$ cat config.mk
export PLATFORM = sky130hd
export DESIGN_NAME = tl_phase_monitor_flat
export DESIGN_NICKNAME = d
export VERILOG_FILES = /design/src/rtl/tl_phase_monitor_pkg.sv /design/src/rtl/tl_phase_monitor_if.sv /design/src/rtl/tl_phase_monitor_sec_timer.sv /design/src/rtl/tl_phase_monitor.sv /design/src/flat_wrapper.sv
export SDC_FILE = /design/constraint.sdc
export NUM_CORES = 1
export LEC_CHECK = 0
export ABC_AREA = 0
export CAP_MARGIN = 20
export CORE_MARGIN = 2
export CORE_UTILIZATION = 56
export DETAILED_ROUTE_END_ITERATION = 8
export GPL_TIMING_DRIVEN = 0
export HOLD_SLACK_MARGIN = 0.08
export PLACE_DENSITY_LB_ADDON = 0.3
export SYNTH_ARGS = -nofsm -noshare
export SYNTH_HDL_FRONTEND = slang
export SYNTH_SLANG_ARGS = --single-unit
export TNS_END_PERCENT = 100
$ cat constraint.sdc
create_clock -name clk -period 3.63 [get_ports clk]
set_clock_uncertainty 0.2 [all_clocks]
set_input_delay 0.5445 -clock clk [delete_from_list [all_inputs] [get_ports clk]]
set_output_delay 0.5445 -clock clk [all_outputs]
set_load 0.03 [all_outputs]
$ cat src/rtl/tl_phase_monitor_pkg.sv
// Shared types and constants for the traffic-light phase monitor.
//   phase_t      : decoded light phase (PH_ILL = unrecognised light combination)
//   fault_t      : fault codes, lowest value has priority when several fire together
//   LM_* / LP_*  : light patterns, main/sec {red,yellow,green}, pedestrian {red,green}
//   decode_phase : light inputs -> phase_t
//   legal_trans  : allowed phase-to-phase transitions
package tl_pkg;

    typedef enum logic [2:0] {
        PH_AR, PH_MG, PH_MY, PH_SG, PH_SY, PH_PG, PH_ILL
    } phase_t;

    typedef enum logic [2:0] {
        F_NONE, F_ILL_COMBO, F_ILL_TRANS, F_SHORT, F_LONG, F_PED_SPURIOUS, F_PED_MISSED
    } fault_t;

    localparam logic [2:0] LM_RED = 3'b100;
    localparam logic [2:0] LM_YEL = 3'b010;
    localparam logic [2:0] LM_GRN = 3'b001;
    localparam logic [1:0] LP_RED = 2'b10;
    localparam logic [1:0] LP_GRN = 2'b01;

    function automatic phase_t decode_phase(logic [2:0] main_l, logic [2:0] sec_l, logic [1:0] peat_l);
        phase_t p;
        p = PH_ILL;
        if (peat_l == LP_RED) begin
            if      (main_l == LM_GRN && sec_l == LM_RED) p = PH_MG;
            else if (main_l == LM_YEL && sec_l == LM_RED) p = PH_MY;
            else if (main_l == LM_RED && sec_l == LM_GRN) p = PH_SG;
            else if (main_l == LM_RED && sec_l == LM_YEL) p = PH_SY;
            else if (main_l == LM_RED && sec_l == LM_RED) p = PH_AR;
        end else if (peat_l == LP_GRN && main_l == LM_RED && sec_l == LM_RED) begin
            p = PH_PG;
        end
        return p;
    endfunction

    function automatic logic legal_trans(phase_t from_p, phase_t to_p);
        logic ok;
        case (from_p)
            PH_AR:   ok = (to_p == PH_MG);
            PH_MG:   ok = (to_p == PH_MY);
            PH_MY:   ok = (to_p == PH_SG);
            PH_SG:   ok = (to_p == PH_SY);
            PH_SY:   ok = (to_p == PH_MG) || (to_p == PH_PG);
            PH_PG:   ok = (to_p == PH_AR);
            default: ok = 1'b0;
        endcase
        return ok;
    endfunction

endpackage

$ cat src/rtl/tl_phase_monitor_if.sv
// Light bundle between the traffic-light controller and the phase monitor.
//   main_lights  : {red,yellow,green} main signal
//   sec_lights   : {red,yellow,green} secondary signal
//   peat_lights  : {red,green} pedestrian signal
//   led_peatonal : pending pedestrian request
// master = controller side (drives), slave = monitor side (observes).
interface tl_phase_monitor_if;
    logic [2:0] main_lights;
    logic [2:0] sec_lights;
    logic [1:0] peat_lights;
    logic       led_peatonal;

    modport master (output main_lights, output sec_lights, output peat_lights, output led_peatonal);
    modport slave  (input  main_lights, input  sec_lights, input  peat_lights, input  led_peatonal);
endinterface

$ cat src/rtl/tl_phase_monitor_sec_timer.sv
// Seconds timer for the phase monitor.
//   clk, reset : clock, asynchronous active-high reset
//   clr        : clears divider and seconds together (phase change)
//   tick       : divider is at its last count; secs advances on this edge
//   secs       : whole seconds since last clear, saturating at all-ones
module tl_sec_timer #(
    parameter int FPGAFREQ = 50_000_000,
    parameter int SECBITS  = 5
) (
    input  logic               clk,
    input  logic               reset,
    input  logic               clr,
    output logic               tick,
    output logic [SECBITS-1:0] secs
);
    localparam int DIVW = (FPGAFREQ > 1) ? $clog2(FPGAFREQ) : 1;
    localparam logic [DIVW-1:0] DIV_MAX = DIVW'(FPGAFREQ - 1);

    logic [DIVW-1:0] div;

    assign tick = (div == DIV_MAX);

    always_ff @(posedge clk or posedge reset) begin
        if (reset) begin
            div  <= '0;
            secs <= '0;
        end else if (clr) begin
            div  <= '0;
            secs <= '0;
        end else if (tick) begin
            div <= '0;
            if (secs != '1) secs <= secs + 1'b1;
        end else begin
            div <= div + 1'b1;
        end
    end
endmodule

$ cat src/rtl/tl_phase_monitor.sv
// Receive-side checker for the traffic-light controller outputs.
// Decodes the light phase, checks transition order, phase durations and
// pedestrian service, and latches the first violation as a sticky fault.
//   clk, reset    : clock, asynchronous active-high reset
//   lights        : tl_phase_monitor_if.slave (main/sec/peat lights, led_peatonal)
//   phase         : registered decoded phase
//   sec_in_phase  : whole seconds in the current phase (saturating)
//   fault         : sticky fault flag
//   fault_code    : code of first violation, F_NONE while fault=0
//   ped_cycles    : pedestrian-green entries (saturating at 255)
// Optional: define TL_MON_PEDCNT_EN to build the ped_cycles counter;
// otherwise ped_cycles is tied to zero.
module tl_phase_monitor
    import tl_pkg::*;
#(
    parameter int FPGAFREQ     = 50_000_000,
    parameter int T_GREENMAIN  = 18,
    parameter int T_YELLOWMAIN = 4,
    parameter int T_GREENSEC   = 10,
    parameter int T_YELLOWSEC  = 3,
    parameter int T_GREENPEAT  = 5,
    parameter int T_RED        = 2,
    parameter int T_RESET      = 3,
    parameter int TOL          = 1,
    parameter int SECBITS      = $clog2(T_GREENMAIN + TOL + 2)
) (
    input  logic               clk,
    input  logic               reset,
    tl_phase_monitor_if.slave  lights,
    output phase_t             phase,
    output logic [SECBITS-1:0] sec_in_phase,
    output logic               fault,
    output fault_t             fault_code,
    output logic [7:0]         ped_cycles
);
    localparam logic [SECBITS-1:0] S_GM  = SECBITS'(T_GREENMAIN);
    localparam logic [SECBITS-1:0] S_YM  = SECBITS'(T_YELLOWMAIN);
    localparam logic [SECBITS-1:0] S_GS  = SECBITS'(T_GREENSEC);
    localparam logic [SECBITS-1:0] S_YS  = SECBITS'(T_YELLOWSEC);
    localparam logic [SECBITS-1:0] S_GP  = SECBITS'(T_GREENPEAT);
    localparam logic [SECBITS-1:0] S_RD  = SECBITS'(T_RED);
    localparam logic [SECBITS-1:0] S_RS  = SECBITS'(T_RESET);
    localparam logic [SECBITS-1:0] S_TOL = SECBITS'(TOL);

    phase_t             ph_d, phase_q;
    fault_t             viol, fault_q;
    logic               led_q, first_ar, fault_f;
    logic               change, trans_chk, tick;
    logic [SECBITS-1:0] secs, e_old, e_lo;

    assign ph_d      = decode_phase(lights.main_lights, lights.sec_lights, lights.peat_lights);
    assign change    = (ph_d != phase_q);
    assign trans_chk = change && (phase_q != PH_ILL) && (ph_d != PH_ILL);

    tl_sec_timer #(.FPGAFREQ(FPGAFREQ), .SECBITS(SECBITS)) u_timer (
        .clk   (clk),
        .reset (reset),
        .clr   (change),
        .tick  (tick),
        .secs  (secs)
    );

    always_comb begin
        e_old = '0;
        case (phase_q)
            PH_AR:   e_old = first_ar ? S_RS : S_RD;
            PH_MG:   e_old = S_GM;
            PH_MY:   e_old = S_YM;
            PH_SG:   e_old = S_GS;
            PH_SY:   e_old = S_YS;
            PH_PG:   e_old = S_GP;
            default: e_old = '0;
        endcase
        e_lo = (e_old > S_TOL) ? (e_old - S_TOL) : '0;
    end

    // Ordered lowest code first so the lowest simultaneous violation wins.
    // LONG is caught on the edge where secs would step to E+TOL+1.
    always_comb begin
        viol = F_NONE;
        if (ph_d == PH_ILL)
            viol = F_ILL_COMBO;
        else if (trans_chk && !legal_trans(phase_q, ph_d))
            viol = F_ILL_TRANS;
        else if (trans_chk && (secs < e_lo))
            viol = F_SHORT;
        else if (!change && (phase_q != PH_ILL) && tick && (secs == e_old + S_TOL))
            viol = F_LONG;
        else if (change && phase_q == PH_SY && ph_d == PH_PG && !led_q)
            viol = F_PED_SPURIOUS;
        else if (change && phase_q == PH_SY && ph_d == PH_MG && led_q)
            viol = F_PED_MISSED;
    end

    always_ff @(posedge clk or posedge reset) begin
        if (reset) begin
            phase_q  <= PH_AR;
            led_q    <= 1'b0;
            first_ar <= 1'b1;
            fault_f  <= 1'b0;
            fault_q  <= F_NONE;
        end else begin
            phase_q <= ph_d;
            led_q   <= lights.led_peatonal;
            if (change && phase_q == PH_AR) first_ar <= 1'b0;
            if (!fault_f && viol != F_NONE) begin
                fault_f <= 1'b1;
                fault_q <= viol;
            end
        end
    end

`ifdef TL_MON_PEDCNT_EN
    logic [7:0] ped_q;
    always_ff @(posedge clk or posedge reset) begin
        if (reset)
            ped_q <= '0;
        else if (change && ph_d == PH_PG && ped_q != 8'hFF)
            ped_q <= ped_q + 8'd1;
    end
    assign ped_cycles = ped_q;
`else
    assign ped_cycles = 8'd0;
`endif

    assign phase        = phase_q;
    assign sec_in_phase = secs;
    assign fault        = fault_f;
    assign fault_code   = fault_q;
endmodule
$ cat src/flat_wrapper.sv
// flat-port wrapper written by rule: the top's interface ports become plain ports
module tl_phase_monitor_flat import tl_pkg::*;
#(
    parameter int FPGAFREQ     = 50_000_000,
    parameter int T_GREENMAIN  = 18,
    parameter int T_YELLOWMAIN = 4,
    parameter int T_GREENSEC   = 10,
    parameter int T_YELLOWSEC  = 3,
    parameter int T_GREENPEAT  = 5,
    parameter int T_RED        = 2,
    parameter int T_RESET      = 3,
    parameter int TOL          = 1,
    parameter int SECBITS      = $clog2(T_GREENMAIN + TOL + 2)
)
  (clk, reset, phase, sec_in_phase, fault, fault_code, ped_cycles, lights_main_lights, lights_sec_lights, lights_peat_lights, lights_led_peatonal);
  tl_phase_monitor_if lights_i ();
  input  logic clk;
  input  logic reset;
  output phase_t phase;
  output logic [SECBITS-1:0] sec_in_phase;
  output logic fault;
  output fault_t fault_code;
  output logic [7:0] ped_cycles;
  input wire logic [$bits(lights_i.main_lights)-1:0] lights_main_lights;
  input wire logic [$bits(lights_i.sec_lights)-1:0] lights_sec_lights;
  input wire logic [$bits(lights_i.peat_lights)-1:0] lights_peat_lights;
  input wire logic [$bits(lights_i.led_peatonal)-1:0] lights_led_peatonal;
  assign lights_i.main_lights = lights_main_lights;
  assign lights_i.sec_lights = lights_sec_lights;
  assign lights_i.peat_lights = lights_peat_lights;
  assign lights_i.led_peatonal = lights_led_peatonal;
  tl_phase_monitor #(.FPGAFREQ(FPGAFREQ), .T_GREENMAIN(T_GREENMAIN), .T_YELLOWMAIN(T_YELLOWMAIN), .T_GREENSEC(T_GREENSEC), .T_YELLOWSEC(T_YELLOWSEC), .T_GREENPEAT(T_GREENPEAT), .T_RED(T_RED), .T_RESET(T_RESET), .TOL(TOL), .SECBITS(SECBITS)) u_core (.clk(clk), .reset(reset), .lights(lights_i), .phase(phase), .sec_in_phase(sec_in_phase), .fault(fault), .fault_code(fault_code), .ped_cycles(ped_cycles));
endmodule
# Word level (Yosys, flattened, before mapping)
# Cells that the tools add are included.
[op_classes]
n_reduce_logical = 32
add_sub_neg = 4
muxes = 23
n_eq_ne = 25
order_cmp = 2
[op_table]
columns = ["cell", "count"]
rows = [
  ["2-to-1 mux 26 bit", 2],
  ["2-to-1 mux 3 bit", 12],
  ["case mux 5 bit (6 select lines)", 1],
  ["adder 26 x 1 -> 26 bit (second input constant)", 1],
  ["equality test 26 bit (second input constant)", 1],
  ["equality test 3 bit (second input constant)", 7],
  ["logical AND 1 bit", 21],
  ["2-to-1 mux 5 bit", 4],
  ["equality test 3 x 2 -> 1 bit (second input constant)", 6],
  ["equality test 3 x 1 -> 1 bit (second input constant)", 4],
  ["adder 5 x 1 -> 5 bit (second input constant)", 2],
  ["logical NOT 3 bit", 2],
  ["!= test 3 bit (second input constant)", 2],
  ["case mux 1 bit (6 select lines)", 1],
  ["equality test 5 bit", 1],
  ["greater-than comparator 5 x 1 -> 1 bit (second input constant)", 1],
  ["less-than comparator 5 bit", 1],
  ["!= test 5 bit (second input constant)", 1],
  ["subtractor 5 x 1 -> 5 bit (second input constant)", 1],
  ["logical NOT 1 bit", 4],
  ["nonzero test 2 bit", 2],
  ["!= test 3 bit", 1],
  ["nonzero test 3 bit", 1],
  ["equality test 2 x 1 -> 1 bit (second input constant)", 1],
  ["5 further kinds", 6],
]
[totals]
register_bits = 40
in_bits = 11
word_cells = 93
out_inout_bits = 20

# Depth between registers and ports, before layout
# Gate-level depths: netlist of run 1.
[depth]
depth_word = 20
depth_mapped = 17
depth_no_buf = 15

# Modules after synthesis
# From an unflattened synthesis of run 1, not the netlist that was laid out.
[unflattened]
cells_unflattened = 341
area_unflattened_um2 = 2996.6
[by_module_without_submodules]
columns = ["mod", "cells_per_inst", "n_inst", "area_per_inst_um2", "seq_area_each_um2"]
rows = [
  ["tl_sec_timer", 174, 1, 1692.9, 775.7],
  ["tl_phase_monitor", 167, 1, 1303.8, 226.5],
]

# Worst setup path before layout of run 1
# Ideal clock, no wire load.
[synth_timing]
path_kind = "register to register"
startpoint = "register u_core.phase_q[0], in the netlist u_core.phase[0]"
endpoint = "register u_core.fault_f, in the netlist u_core.fault"
stages_incl_launch_ff = 14
n_path_buf = 2
synth_period_minus_slack_ns = 3.464
t_arrival_ns = 3.126
setup_ns = 0.139
path_slack_ns = 0.166
t_required_ns = 3.291
cell_sequence = "dfrtp_1 -> clkbuf_1 -> clkbuf_1 -> nand2_1 -> nand2_1 -> inv_1 -> ha_1 -> xor2_1 -> mux2i_1 -> a2111oi_0 -> o22ai_1 -> a32oi_2 -> o21ai_2 -> or4_1"
[synth_between]
elab_chain_cells = 12
elab_cells_between_ends = 39
classes_between = "add/sub (2); order compare (2); eq/ne (8); mux (10); reduce/logical (17)"
[synth_rtl]
columns = ["item", "line", "rtl"]
rows = [
  ["from (decl)", "tl_phase_monitor.sv:45", "phase_t ph_d, phase_q;"],
  ["from (signal assigned)", "tl_phase_monitor.sv:103", "phase_q <= ph_d;"],
  ["branches (longest 8 deep; another with subtractor 5 x 1 -> 5 bit)", "n/a", ""],
  ["2-to-1 mux 3 bit (*)", "tl_phase_monitor.sv:83", "else if (trans_chk && !legal_trans(phase_q, ph_d))"],
  ["2-to-1 mux 3 bit (*)", "tl_phase_monitor.sv:81", "if (ph_d == PH_ILL)"],
  ["nonzero test 3 bit (*)", "tl_phase_monitor.sv:106", "if (!fault_f && viol != F_NONE) begin"],
  ["logical AND 1 bit (*)", "tl_phase_monitor.sv:106", ""],
  ["to (signal assigned)", "tl_phase_monitor.sv:100", "fault_f <= 1'b0;"],
  ["to (signal assigned)", "tl_phase_monitor.sv:107", "fault_f <= 1'b1;"],
  ["to (decl)", "tl_phase_monitor.sv:47", "logic led_q, first_ar, fault_f;"],
]
# Mark *: on every way between the ends. The select of a mux whose other input is x is not followed.
# A chain may end at the register's enable or synchronous reset.

# Final worst setup path of run 1
[layout_timing]
startpoint = "register u_core.phase_q[2], in the netlist u_core.phase[2]"
endpoint = "register u_core.fault_q[2], in the netlist u_core.fault_code[2]"
[layout_between]
elab_chain_cells = 12
elab_cells_between_ends = 39
classes_between = "add/sub (2); order compare (2); eq/ne (8); mux (10); reduce/logical (17)"
[layout_rtl]
columns = ["item", "line", "rtl"]
rows = [
  ["branches (longest 8 deep; another with subtractor 5 x 1 -> 5 bit)", "n/a", ""],
  ["2-to-1 mux 3 bit (*)", "tl_phase_monitor.sv:83", ""],
  ["2-to-1 mux 3 bit (*)", "tl_phase_monitor.sv:81", ""],
  ["nonzero test 3 bit", "tl_phase_monitor.sv:106", ""],
  ["logical AND 1 bit", "tl_phase_monitor.sv:106", ""],
  ["to (signal assigned)", "tl_phase_monitor.sv:108", "fault_q <= viol;"],
  ["to (decl)", "tl_phase_monitor.sv:46", "fault_t viol, fault_q;"],
]
# Marks and branches as above.

==> results list, run 1 <==
- The die covers 5410 µm².
- At the pin with the least slew margin, the transition time is 0.816 ns.
- Using the TritonRoute via totals, the vias-per-cell ratio works out to 5.86.
- RSZ-0062 raised after global routing: no
* Combined area of all synthesized cells: 2710 µm²
- Sequential cell area fraction in the yosys report: 37.0%
- Worst-case hold slack: 0.269 ns
* Hold Path Depth: 2
- Maximum clock insertion buffer count: 2
- Total of max-cap violations: 0
* Worst hold start: u_core.first_ar
- The synthesized design contains 40 register bits.
- STA classifies the critical path startpoint as a flip-flop.
- From synthesis to final layout, the design area changed by 16.0%.
* Commonest non-fill, non-tap cell in the layout: sky130_fd_sc_hd__nor2_1
* Nets: 363
- Once the floorplan was initialized, standard cells occupied 57.8% of the core.
* Run status: complete, no violations
- Maximum fanout count along the critical path: 10
* Clock-pin slew of the registers on the worst-case setup and hold paths: 0.08 ns
* Total via count in the routed design: 2325
- In this run the power density over the cells is 304 nW/µm².
- Hold buffers post-CTS: 0
- Post-route DRC: 0
* Root buf cell: sky130_fd_sc_hd__clkbuf_8
- Async set or reset register ratio after synthesis: 100%
* Fill cell count: 394
- Share of the clock period used by the worst path after layout: 95.6%
* Count of final setup violators: 0
- Most area-hungry cell type in the Yosys netlist: sky130_fd_sc_hd__dfrtp_1
- TritonCTS built the clock tree.
* Post-synth EDFFs: 0
- Routability-driven placement finished with a final weighted congestion of 0.876.
- Number of H-tree levels: 2
- Setup slack on the critical path of the routed design comes to 0.159 ns.
- CTS saw 40 sinks.
- After floorplanning, the core was divided into 25 placement rows.
- The number of endpoints with negative hold slack in the final report came to 0.
* Minimum setup slack among reg-to-reg paths: 0.16 ns
- Summed over all cells, the static leakage comes to 1.35 nW.
- Vias in the first global route: 2132
* WP data arrival: 3.46 ns
- Measured along the y axis, the die boundary spans 73.6 µm.
* Worst vdd ir: 0.326 mV
* PortBufs: 22
- The pre-antenna-repair detailed-routing pass consisted of 4 iterations.
* Commonest non-fill, non-tap cells in the layout: 55 x sky130_fd_sc_hd__nor2_1, 38 x sky130_fd_sc_hd__dfrtp_1, 22 x sky130_fd_sc_hd__nand2_1, 22 x sky130_fd_sc_hd__clkdlybuf4s50_1, 17 x sky130_fd_sc_hd__xor2_1
- The detailed router finished its first iteration with 216 violations.
- Final HPWL from detailed placement: 4100 µm
* Number of antenna diodes: 0
- The setup path with the least slack is of type flip-flop to flip-flop.
- Among all flip-flop cells after synthesis, the most frequent one is sky130_fd_sc_hd__dfrtp_1.
- Global routing finished with a remaining overflow of 0.
* Fraction of final layout cells with drive strength greater than 1: 11.1%
- The max-slew violation count was 0.
- Crit path capture type: flip-flop
- In this run the critical register-to-register path is captured at u_core.fault_code[2].
* Post-placement worst setup slack: -0.173 ns
- In the final routed layout, each cell accounts on average for 14.5 µm.
- FF-to-FF Start: u_core.phase[2]
* HP Class: flip-flop to flip-flop
- Main area contributors after synthesis: sky130_fd_sc_hd__dfrtp_1 36%, sky130_fd_sc_hd__nor2_1 7.6%, sky130_fd_sc_hd__xor2_1 5.8%, sky130_fd_sc_hd__ha_1 4.6%, sky130_fd_sc_hd__xnor2_1 4.5%
- Library cells used by synthesis: 63
- The detail route stage leaves a number of antenna-violating nets equal to 0.
* Pin count of the biggest net entering global routing: 41
- During synthesis, Yosys emitted a total of 0 warnings.
* Final worst path period need: 3.47 ns
* Initial antenna violation count: 0
- Worst-Skew Late Latency: 0.29 ns
* Routed Wire Length: 5780 µm
* Syn avg cell area: 8.80 µm²
* Number of standard cells after synthesis: 308
- Required time at the endpoint of the critical path: 3.61 ns
- Global routing used 22.5% of the available tracks across all layers.
- From left edge to right edge, the die measures 73.6 µm.
- The core region is 4690 µm².
- In this run, CTS created clock tree buffers numbering 5.
* Worst slew margin: 45.5%
* Global-route wire length before repair: 9580 µm
- Worst reg2reg path depth: 13
- For this design the top-level I/O count stands at 31.
* Peak clock frequency supported by timing: 288 MHz
- Final core occ: 67.0%
* Worst min-delay path endpoint: u_core.first_ar
- Of the post-synthesis cell area, the dominant cell type holds 36.0%.
worst max-delay path, cell delays in order, from the launching register on:
cell	delay [ns]
sky130_fd_sc_hd__dfrtp_1	0.46
sky130_fd_sc_hd__clkbuf_2	0.22
sky130_fd_sc_hd__nand2_1	0.09
sky130_fd_sc_hd__nand2_1	0.10
sky130_fd_sc_hd__ha_1	0.36
sky130_fd_sc_hd__a221o_1	0.30
sky130_fd_sc_hd__ha_1	0.20
sky130_fd_sc_hd__a2111oi_1	0.32
sky130_fd_sc_hd__o21bai_1	0.15
sky130_fd_sc_hd__a31oi_2	0.25
sky130_fd_sc_hd__o2111ai_1	0.15
sky130_fd_sc_hd__nor3b_2	0.19
sky130_fd_sc_hd__a22o_1	0.19
sky130_fd_sc_hd__a31o_1	0.18
worst max path at each step:
stage | end | start | slack [ns] | depth (start not counted)
after floorplan | u_core.fault | u_core.phase[0] | 0.17 | 13
after global placement | u_core.fault_code[2] | u_core.phase[0] | -0.07 | 14
after detailed placement | u_core.fault_code[2] | u_core.phase[0] | -0.17 | 14
after CTS | u_core.fault_code[2] | u_core.phase[2] | 0.03 | 13
after global routing | u_core.fault | u_core.phase[2] | 0.02 | 12
final | u_core.fault_code[2] | u_core.phase[2] | 0.16 | 13
where the power goes:
part	switching (mW)	total [mW]	internal [mW]	leakage, nW
registers	0.0279	0.501	0.473	0.524
clock network	0.164	0.318	0.154	0.0434
logic	0.0769	0.136	0.0588	0.781
total	0.269	0.955	0.686	1.35
final cells by class:
type / instances / area, µm² / area share (%)
Timing Repair Buffer: 22 / 220 / 7.00
Clock inverter: 2 / 15.0 / 0.478
Tap cell: 54 / 67.6 / 2.15
Inverter: 14 / 52.6 / 1.67
Clock buffer: 6 / 82.6 / 2.63
Sequential cell: 40 / 1000 / 31.9
Buffer: 15 / 90.1 / 2.87
Multi-Input combinational cell: 244 / 1610 / 51.3
cell families after synthesis:
group | Yosys count | share of synthesized area (%)
and+or+nand+nor | 138 | 26.2
AOI/OAI and AO/OA | 51 | 14.4
DFF | 40 | 37.0
xor gates and xnor gates | 32 | 10.3
buffers and inverters | 31 | 5.45
adders and majority gates | 10 | 4.62
muxes | 5 | 1.85
other | 1 | 0.138
sequential cells by signal, indices dropped and copies added (netlist names):
signal,flops
u_core.fault_code,3
u_core.u_timer.secs,5
u_core.first_ar,1
u_core.u_timer.div,26
u_core.fault,1
u_core.led_q,1
u_core.phase,3
stage by stage:
| stage | TNS, ns | instances | cell area, µm² | power, mW |
|---|---|---|---|---|
| 2_1_floorplan | 0 | 315 | 2740 | 0.605 |
| 3_3_place_gp | -0.181 | 391 | 3020 | 0.642 |
| 3_5_place_dp | -0.484 | 391 | 3020 | 0.647 |
| 4_1_cts | 0 | 398 | 3130 | 0.964 |
| 5_1_grt | 0 | 397 | 3140 | 0.998 |
| 6_report | 0 | 397 | 3140 | 0.955 |
layer usage:
metal  vias to the layer above  part of all wire, %  global-route usage (%)
li1                       1147                    -                       -
met1                      1085                   46                    30.8
met2                        81                   47                    34.7
met3                        12                  5.3                    4.80
met4                         0                  1.8                    8.89
met5                         -                    0                       0
synth_stat cells, types with 3 or more instances:
| master | number |
|---|---|
| sky130_fd_sc_hd__a31oi_1 | 3 |
| sky130_fd_sc_hd__clkbuf_1 | 8 |
| sky130_fd_sc_hd__nor4_1 | 3 |
| sky130_fd_sc_hd__a21oi_1 | 3 |
| sky130_fd_sc_hd__nand4_1 | 8 |
| sky130_fd_sc_hd__ha_1 | 10 |
| sky130_fd_sc_hd__buf_4 | 8 |
| sky130_fd_sc_hd__nand2_1 | 22 |
| sky130_fd_sc_hd__o21ai_1 | 5 |
| sky130_fd_sc_hd__nand2b_1 | 4 |
| sky130_fd_sc_hd__and3_1 | 6 |
| sky130_fd_sc_hd__nand4bb_1 | 4 |
| sky130_fd_sc_hd__a32o_1 | 3 |
| sky130_fd_sc_hd__nor2_1 | 55 |
| sky130_fd_sc_hd__mux2i_1 | 5 |
| sky130_fd_sc_hd__xor2_1 | 18 |
| sky130_fd_sc_hd__inv_2 | 3 |
| sky130_fd_sc_hd__nand3_1 | 14 |
| sky130_fd_sc_hd__nor3_1 | 7 |
| sky130_fd_sc_hd__o21a_1 | 3 |
| sky130_fd_sc_hd__o21ai_0 | 7 |
| sky130_fd_sc_hd__inv_1 | 11 |
| sky130_fd_sc_hd__xnor2_1 | 14 |
| sky130_fd_sc_hd__dfrtp_1 | 39 |
repair_timing:
action | in CTS | in global routing
setup buffers | 0 | 0
resized for setup | 3 | 5
pin swaps | 0 | 1
setup endpoints to repair | 4 | 4
Note: power is estimated with default switching activity, not from simulation.
==> run 2: changes to the inputs <==
--- a/config.mk
+++ b/config.mk
@@ -6,7 +6,6 @@
 export NUM_CORES = 1
 export LEC_CHECK = 0
 export ABC_AREA = 0
-export CAP_MARGIN = 20
 export CORE_MARGIN = 2
 export CORE_UTILIZATION = 56
 export DETAILED_ROUTE_END_ITERATION = 8
@@ -16,4 +15,4 @@
 export SYNTH_ARGS = -nofsm -noshare
 export SYNTH_HDL_FRONTEND = slang
 export SYNTH_SLANG_ARGS = --single-unit
-export TNS_END_PERCENT = 100
+export TNS_END_PERCENT = 20
==> constraint.sdc (replaced) <==
create_clock -name clk -period 3.63 [get_ports clk]
set_clock_uncertainty 0.2 [all_clocks]
set_input_delay 0.726 -clock clk [delete_from_list [all_inputs] [get_ports clk]]
set_output_delay 0.726 -clock clk [all_outputs]
set_load 0.03 [all_outputs]
==> run 2 against run 1 <==
Final cell count unchanged. Fmax decreased by 0.35%. Combinational power about the same. Critical endpoint unchanged. Sequential share of layout area decreased by 0.21 points. Highest routed layer unchanged.
==> results list, run 2 (synthesized netlist as in run 1, its figures left out) <==
* TritonCTS clock tree: done
- Post-route DRC: 0 (unchanged)
- Fraction of final layout cells with drive strength greater than 1: 11.1% (unchanged)
- The detailed-route via count is 2348 (+0.99%).
- The library cell used most frequently in the layout, excluding fill and tap cells, is sky130_fd_sc_hd__nor2_1.
- The area of the core region is 4690 µm² (unchanged).
- The clock network power share is 33.4% (about the same).
- Crit path capture type: flip-flop
- The number of rows created at floorplan is 25 (unchanged).
- The total leakage power is 1.35 nW (+0.43%).
- Pin count of the biggest net entering global routing: 41 (unchanged)
- The global-route met2 utilization is 34.7% (unchanged).
- The post-layout instance area is 3170 µm² (+0.68%).
- Maximum fanout count along the critical path: 10 (unchanged)
* Hold buffers post-CTS: 0 (unchanged)
* Final HPWL from detailed placement: 4100 µm (unchanged)
- The CTS sink count was 40 (unchanged).
- Flip-flop count of the largest register after layout: 26 (unchanged)
- The power density relative to cell area was 303 nW/µm² (-0.21%).
* WP data arrival: 3.47 ns (about the same)
- The cell count after placement came to 391 (unchanged).
* Worst path max stage delay: 0.47 ns (about the same)
- First-pass DRT Iterations: 4 (unchanged)
- The total length of routed wires is 5800 µm (+0.42%).
- Critical Setup Path Class: flip-flop to flip-flop
* Number of H-tree levels: 2 (unchanged)
- The internal power contribution is 687 µW (+0.12%).
- The worst setup path is launched from a flip-flop.
* Number of DRC markers in iteration 0: 241 (+12%)
- The post-route minimum period was 3.48 ns (+0.0121 ns).
* Global-route wire length before repair: 9580 µm (unchanged)
- The number of endpoints with negative hold slack in the final report was 0 (unchanged).
* Worst-Skew Late Latency: 0.29 ns (about the same)
* Sequential Power Share: 52.2% (-0.3 points)
- Grt met3 use: 4.80% (unchanged)
* Maximum clock insertion buffer count: 2 (unchanged)
* Total of max-cap violations: 0 (unchanged)
- Comb pwr share: 14.4% (+0.2 points)
- The number of setup violations in the final report is 0 (unchanged).
* Number of antenna diodes: 0 (unchanged)
- Nets: 363 (unchanged)
* PortBufs: 22 (unchanged)
- Transition time at the pin with the least slew margin: 0.813 ns (-0.00317 ns)
- The CTS buffer count is 5 (unchanged).
- Cell-by-cell trace of the critical path: clkbuf_2 > nand2_1 > nand2_1 > ha_1 > a221o_1 > ha_1 > a2111oi_1 > o21bai_1 > a31oi_2 > o2111ai_1 > nor3b_2 > a22o_1 > a31o_1
* Post-detailed-route wirelength per cell: 14.6 µm (+0.42%)
- Commonest non-fill, non-tap cells in the layout: 55 x sky130_fd_sc_hd__nor2_1, 38 x sky130_fd_sc_hd__dfrtp_1, 22 x sky130_fd_sc_hd__nand2_1, 22 x sky130_fd_sc_hd__clkdlybuf4s50_1, 17 x sky130_fd_sc_hd__xor2_1
- Count of placed standard cells in the final layout, fillers left out: 397 (unchanged)
- Clock-pin slew of the registers on the worst-case setup and hold paths: 0.08 ns (about the same)
* Chip height: 73.6 µm (unchanged)
* Initial antenna violation count: 0 (unchanged)
* Worst slew margin: 45.7% (+0.21 points)
- The number of antenna-violating nets in the routed design is 0 (unchanged).
- Vias in the first global route: 2132 (unchanged)
- The post-detailed-placement cell area is 3020 µm² (unchanged).
* Die Footprint: 5410 µm² (unchanged)
* Required time at the endpoint of the critical path: 3.61 ns (about the same)
- The final total negative setup slack is 0 ns (unchanged).
- The fraction of power spent switching nets came to 28.4% (+0.24 points).
- Total routing resource utilization after global routing: 22.5% (unchanged)
* Run status: complete, no violations
- The share of the cycle needed by the critical path after routing is 96.0% (+0.33 points).
* Worst vdd ir: 0.326 mV (about the same)
- In this run the most used layer during global routing was met2.
- GR met1 Demand/Resource: 30.8% (unchanged)
* Number of top-level pins: 31 (unchanged)
- HP Class: flip-flop to flip-flop
- Setup repair after global routing left no endpoint under its margin.
- Sw Pwr: 273 µW (+1.3%)
* Initial Utilization: 57.8% (unchanged)
- Count of pins over their slew limit: 0 (unchanged)
- Layout-stage area growth over the synthesis result: 16.8%
* Per-cell via count in the routed design: 5.91 (+0.99%)
* Largest register by flop count: u_core.u_timer.div
- The largest registers in the layout are u_core.u_timer.div: 26 flops, u_core.u_timer.secs: 5 flops.
- Root buf cell: sky130_fd_sc_hd__clkbuf_8
- The aggregate global routing overflow came to 0 (unchanged).
- Placer Congestion: 0.876 (unchanged)
* Slowest stage cell, crit path: sky130_fd_sc_hd__dfrtp_1
- Peak clock frequency supported by timing: 287 MHz (-0.35%)
* Chip width: 73.6 µm (unchanged)
-- run 2: cell counts in the layout (fill, tap and decap cells not counted) --
No cell type changed its count.
-- run 2: cell type report --
| type | count | area [µm²] |
|---|---|---|
| Multi-Input combinational cell | 244 | 1630 |
| Fill cell | 390 | 1530 |
| Sequential cell | 40 | 1000 |
| Timing Repair Buffer | 22 | 220 |
| Buffer | 15 | 90.1 |
| Clock buffer | 6 | 82.6 |
| Tap cell | 54 | 67.6 |
| Inverter | 14 | 52.6 |
| Clock inverter | 2 | 15.0 |
-- run 2: final timing paths --
path | start | to | slack, ns | cells after the start
worst min-delay path | u_core.first_ar | u_core.first_ar | 0.27 | 2
worst max-delay path | u_core.phase[2] | u_core.fault_code[2] | 0.15 | 13
max in group asynchronous | reset | u_core.phase[0] | 1.94 | 2
worst max register to register | u_core.phase[2] | u_core.fault_code[2] | 0.15 | 13
min in group asynchronous | reset | u_core.u_timer.div[2] | 0.70 | 2
worst min register to register | u_core.first_ar | u_core.first_ar | 0.27 | 2
-- run 2: critical path: cells and delay by family, from the launching register on --
family | cells | cell delay, ns
compound gates | 7 | 1.56
fa+ha+maj | 2 | 0.56
flops | 1 | 0.47
simple gates | 3 | 0.38
buf+inv | 1 | 0.22
-- run 2: what timing repair did --
item / in CTS / in global routing
gates resized for setup: 3 / 7
endpoints found under the setup margin: 4 / 5
pin swaps: 0 / 1
buffers inserted: 0 / 0
endpoints found under the hold margin: 0 / 0
-- run 2: power groups by stage --
stage | Sequential [mW] | Combinational, mW | Clock [mW]
2_1_floorplan | 0.505 | 0.100 | 0
3_3_place_gp | 0.508 | 0.133 | 0
3_5_place_dp | 0.510 | 0.137 | 0
4_1_cts | 0.501 | 0.138 | 0.325
5_1_grt | 0.505 | 0.155 | 0.341
6_report | 0.501 | 0.138 | 0.320
-- run 2: layer usage --
metal	share of wire [%]	up-vias
met5	0	-
met4	1.9	0
met3	5.6	12
met2	47	81
met1	46	1109
li1	-	1146
-- run 2: stage by stage --
stage / util [%] / setup slack (ns) / hold slack (ns) / total power [mW]
after global routing: 67.5 / 0.0178 / 0.280 / 1.00
after floorplan: - / 0.166 / 0.231 / 0.605
after CTS: 66.6 / 0.0268 / 0.261 / 0.964
after global placement: 64.5 / -0.0703 / 0.238 / 0.642
after detailed placement: 64.5 / -0.173 / 0.245 / 0.647
final: 67.5 / 0.147 / 0.270 / 0.959
